File: src/rtl/ftdi_stream_bridge.sv
// Bridges an FTDI-style request/strobe byte interface to valid/ready streams,
// with one DEPTH-entry byte FIFO per direction.
module ftdi_stream_bridge #(
    parameter int DEPTH = 16,
    parameter int AW    = 4
) (
    input  logic          clock_in,
    input  logic          reset,
    input  logic [7:0]    rx_data,
    input  logic          rx_rq,
    output logic          rx_st,
    output logic [7:0]    tx_data,
    output logic          tx_rq,
    input  logic          tx_st,
    output logic [7:0]    m_data,
    output logic          m_valid,
    input  logic          m_ready,
    input  logic [7:0]    s_data,
    input  logic          s_valid,
    output logic          s_ready,
    output logic [AW:0]   rx_level,
    output logic [AW:0]   tx_level
);
    localparam logic [AW:0] FULL = (AW+1)'(DEPTH);

    typedef enum logic {R_IDLE, R_ACK} rx_state_e;
    typedef enum logic [1:0] {T_IDLE, T_REQ, T_WAIT} tx_state_e;

    logic [7:0]    rx_mem [DEPTH];
    logic [7:0]    tx_mem [DEPTH];

    rx_state_e     rx_state_q, rx_state_d;
    tx_state_e     tx_state_q, tx_state_d;
    logic [AW-1:0] rx_wp_q, rx_wp_d, rx_rp_q, rx_rp_d;
    logic [AW-1:0] tx_wp_q, tx_wp_d, tx_rp_q, tx_rp_d;
    logic [AW:0]   rx_cnt_q, rx_cnt_d, tx_cnt_q, tx_cnt_d;
    logic          rx_st_q, rx_st_d;
    logic          tx_rq_q, tx_rq_d;
    logic [7:0]    tx_data_q, tx_data_d;
    logic          rx_push, rx_pop, tx_push, tx_pop;

    assign m_valid  = (rx_cnt_q != '0);
    assign m_data   = rx_mem[rx_rp_q];
    assign s_ready  = (tx_cnt_q != FULL);
    assign rx_level = rx_cnt_q;
    assign tx_level = tx_cnt_q;
    assign rx_st    = rx_st_q;
    assign tx_rq    = tx_rq_q;
    assign tx_data  = tx_data_q;
    assign rx_pop   = m_valid & m_ready;
    assign tx_push  = s_valid & s_ready;

    always_comb begin
        rx_state_d = rx_state_q;
        rx_st_d    = rx_st_q;
        rx_push    = 1'b0;
        // Full test uses the pre-edge count, so a pop on the same clock defers the write.
        case (rx_state_q)
            R_IDLE: if (rx_rq && rx_cnt_q != FULL) begin
                rx_push    = 1'b1;
                rx_st_d    = 1'b1;
                rx_state_d = R_ACK;
            end
            R_ACK: if (!rx_rq) begin
                rx_st_d    = 1'b0;
                rx_state_d = R_IDLE;
            end
            default: rx_state_d = R_IDLE;
        endcase
        rx_wp_d  = rx_wp_q + AW'(rx_push);
        rx_rp_d  = rx_rp_q + AW'(rx_pop);
        rx_cnt_d = rx_cnt_q + (AW+1)'(rx_push) - (AW+1)'(rx_pop);
    end

    always_comb begin
        tx_state_d = tx_state_q;
        tx_rq_d    = tx_rq_q;
        tx_data_d  = tx_data_q;
        tx_pop     = 1'b0;
        case (tx_state_q)
            T_IDLE: if (tx_cnt_q != '0) begin
                tx_data_d  = tx_mem[tx_rp_q];
                tx_pop     = 1'b1;
                tx_rq_d    = 1'b1;
                tx_state_d = T_REQ;
            end
            T_REQ: if (tx_st) begin
                tx_rq_d    = 1'b0;
                tx_state_d = T_WAIT;
            end
            T_WAIT: if (!tx_st) tx_state_d = T_IDLE;
            default: tx_state_d = T_IDLE;
        endcase
        tx_wp_d  = tx_wp_q + AW'(tx_push);
        tx_rp_d  = tx_rp_q + AW'(tx_pop);
        tx_cnt_d = tx_cnt_q + (AW+1)'(tx_push) - (AW+1)'(tx_pop);
    end

    always_ff @(posedge clock_in) begin
        if (rx_push) rx_mem[rx_wp_q] <= rx_data;
        if (tx_push) tx_mem[tx_wp_q] <= s_data;
    end

    always_ff @(posedge clock_in or posedge reset) begin
        if (reset) begin
            rx_state_q <= R_IDLE;
            tx_state_q <= T_IDLE;
            rx_wp_q    <= '0;
            rx_rp_q    <= '0;
            tx_wp_q    <= '0;
            tx_rp_q    <= '0;
            rx_cnt_q   <= '0;
            tx_cnt_q   <= '0;
            rx_st_q    <= 1'b0;
            tx_rq_q    <= 1'b0;
            tx_data_q  <= '0;
        end else begin
            rx_state_q <= rx_state_d;
            tx_state_q <= tx_state_d;
            rx_wp_q    <= rx_wp_d;
            rx_rp_q    <= rx_rp_d;
            tx_wp_q    <= tx_wp_d;
            tx_rp_q    <= tx_rp_d;
            rx_cnt_q   <= rx_cnt_d;
            tx_cnt_q   <= tx_cnt_d;
            rx_st_q    <= rx_st_d;
            tx_rq_q    <= tx_rq_d;
            tx_data_q  <= tx_data_d;
        end
    end
endmodule

File: config.mk
export PLATFORM = sky130hd
export DESIGN_NAME = ftdi_stream_bridge
export DESIGN_NICKNAME = d
export VERILOG_FILES = /design/src/rtl/ftdi_stream_bridge.sv
export SDC_FILE = /design/constraint.sdc
export NUM_CORES = 1
export LEC_CHECK = 0
export ABC_CLOCK_PERIOD_IN_PS = 3600
export CAP_MARGIN = 40
export CELL_PAD_IN_SITES_DETAIL_PLACEMENT = 0
export CELL_PAD_IN_SITES_GLOBAL_PLACEMENT = 1
export CORE_UTILIZATION = 50
export DETAILED_ROUTE_END_ITERATION = 7
export MAX_ROUTING_LAYER = met4
export PLACE_DENSITY_LB_ADDON = 0.1
export SLEW_MARGIN = 0
export SYNTH_ARGS = -nofsm -noshare
export SYNTH_HDL_FRONTEND = slang
export SYNTH_SLANG_ARGS = --single-unit
File: constraint.sdc
create_clock -name clock_in -period 3.6 [get_ports clock_in]
set_input_delay 0.72 -clock clock_in [delete_from_list [all_inputs] [get_ports clock_in]]
set_output_delay 0.72 -clock clock_in [all_outputs]
set_load 0.1 [all_outputs]
==> impl_results.md <==
- Status: completed
- Hold Fails Final Rpt: 0
- Sequential area share after synthesis: 73.82%
- Power per cell area: 906.9 nW/µm²
- Post-CTS setup buffer count: 0
- Leading area contributor after synthesis: edfxtp_1
- Yosys cell types: 42
- Via density: 5.509
- Synth Flop Type: edfxtp_1
- Tmin final: 3.326 ns
- Register Area: 8666 µm²
- Unrepaired setup endpoints after global routing: no
- Placed insts: 959
- Flops & latches, synth: 295
- Antenna violations before repair: 0
- H-tree lvl count: 1
- Layout cells sized above 1: 23.18%
- Largest net degree at the start of global routing: 36
- Syn Inst Count: 568
- Post-DP HPWL: 14310 µm
- Syn Nets: 610
- Layout Skew: 0.01010 ns
- Clock tree buffer depth: 3
- Top post-synthesis cells by area: edfxtp_1 (66%), mux4_2 (8.4%), dfrtp_1 (8.3%), mux4_1 (6.3%), ha_1 (1.9%)
- WL final: 21420 µm
- Core area: 22850 µm²
- Inserted Diodes: 0
- Die footprint: 24090 µm²
- Seq pwr share: 35.4%
- P_leak: 0.004975 µW
- Via count: 5575
- Worst-margin pin slew: 0.8926 ns
- Footprint of the multi-input gates: 2853 µm²
- Cts bufs inserted: 30
- Setup TNS: 0 ns
- # port buffers: 51
- EDFF count, synth: 256
- Slew Viols, Final: 0
- Filler instances: 1643
- Maximum VDD drop: 732.1 µV
- Synth Warn #: 0
- Die height: 155.2 µm
- Commonest non-fill, non-tap cell in the layout: edfxtp_1
- CTS Sinks: 295
- Final Non-Filler Cells: 1012
- DRC errors left: 0
- WL/cell: 21.17 µm
- 1st-pass router iterations: 4
- Crit path kind: reg -> out
- GPL Wtd Cong: 0.7693
- Die W: 155.2 µm
- Int Power: 8169 µW
- 1st-iter DRT viols: 336
- CP Data Required Time: 2.88 ns
- I/O pins: 52
- Async SR Flop Fraction: 13.22%
- TritonCTS clock tree: yes
- Switching Share: 36.15%
- Clock transition at path regs: 0.06 ns
- Slew Limit Headroom: 40.27%
- Fmax achieved: 300.6 MHz
- Logic pwr share: 41.2%
- Nets: 720
- Startpoint types: flop
- Worst-Skew Late Latency: 0.54 ns
- Power share of the clock group: 23.4%
- CTS Hold Bufs: 0
- Rows: 55
- Mapped Avg Cell Area: 20.66 µm²
- First-pass GRT wire length: 34090 µm
- Share of the synthesized area in the top cell type: 65.50%
- # setup viols final: 0
- Resize count post-CTS: 0
- Layout area overhead: 20.20%
- Most frequent cells in the layout: edfxtp_1 (256), mux4_2 (44), clkdlybuf4s50_1 (40)
- Initial Utilization: 51.37%
- Crit. End Element: primary output
- Number of global-route vias before repair: 5940
- Clk Tree Root Cell: clkbuf_16
- Final Cycle Share: 92.40%
- Antenna viol nets, final: 0
- PnR worst setup slack: 0.2735 ns
- GRT overflow: 0
- Switch Pwr: 4626 µW
- CP Max Fanout: 23
- Post-Syn Area: 11740 µm²
- Tot GR Track Use: 19.55%
- Critical Path AT: 2.61 ns
- Maximum Capacitance Violations: 0
- Dpl ws: 0.6577 ns
- HP Class: in -> async
[per-layer routing]
layer	track usage, %	vias up	part of all wire, %
met3	2.535	38	3.6
met1	23.87	2908	41
met4	5.556	0	2.2
met2	34.41	105	53
met5	-	-	0
li1	-	2524	-
[path summary, 6_finish.rpt]
| path | startpoint | end | slack [ns] | cells after the start |
|---|---|---|---|---|
| worst max-delay path | rx_rp_q[0] | m_data[2] | 0.27 | 4 |
| worst min-delay path | reset | tx_data[0] | 0.38 | 2 |
| worst max register to register | rx_level[2] | rx_level[4] | 0.66 | 12 |
| worst min register to register | tx_data[0] | tx_data[0] | 0.48 | 1 |
| max in group asynchronous | reset | tx_rp_q[3] | 2.80 | 3 |
| min in group clock_in | tx_data[0] | tx_data[0] | 0.48 | 1 |
[synth_stat cells, types with 5 or more instances]
library cell,number
a211oi_1,7
a21o_1,9
a21oi_1,7
buf_4,6
clkbuf_1,15
dfrtp_1,39
edfxtp_1,256
ha_1,18
inv_1,18
mux2i_1,7
mux4_1,28
mux4_2,44
nand2_1,8
nand2b_1,7
nand3_1,5
nor2_1,28
nor3_1,8
o22ai_1,7
xnor2_1,9
xor2_1,8
[logic make-up (layout without fill, tap and decap cells)]
family | count (synthesis) | in the layout | share of synthesized area (%)
flops | 295 | 295 | 73.82
mux | 79 | 79 | 15.31
simple gates | 74 | 74 | 3.284
buf+inv | 47 | 178 | 2.015
compound gates | 36 | 36 | 2.047
fa+ha+maj | 20 | 20 | 2.260
xor+xnor | 17 | 17 | 1.269
[power groups by stage]
stage	Clock, µW	Sequential (µW)	Combinational, µW
final	2990	4530	5270
after detailed placement	0	4610	5340
after CTS	3050	4540	5360
after floorplan	0	5210	3020
after global placement	0	4620	4850
after global routing	3180	4590	5590
[state kept, by name, summed over array words and instances, names as in the netlist, 2 cells and up]
signal and cells:
tx_wp_q 4, rx_mem 128, rx_rp_q 4, tx_level 5, tx_rp_q 4, rx_wp_q 4
rx_level 5, tx_mem 128, tx_data 8, tx_state_q 2
[layout make-up]
type,count,share of cell area [%]
Timing Repair Buffer,107,8.355
Sequential cell,295,61.43
Clock inverter,17,1.109
Inverter,18,0.4789
Multi-Input combinational cell,226,20.22
Tap cell,313,2.776
Clock buffer,36,5.632
[critical path, stage by stage, from the launching register on]
cell and delay (ns):
dfrtp_1 0.34, buf_4 0.37, mux4_1 0.62, mux4_2 0.53, buf_12 0.19
[through the flow]
stage	instance area, µm²	power [µW]	hold slack [ns]	util (%)
floorplan	11760	8233	0.4589	-
global placement	12820	9469	0.4683	56.13
detailed placement	13160	9949	0.4661	57.58
CTS	14110	12950	0.3606	61.75
global route	14110	13360	0.3755	61.75
finish	14110	12790	0.3757	61.75
No activity file was read; power rests on OpenSTA's default activity.
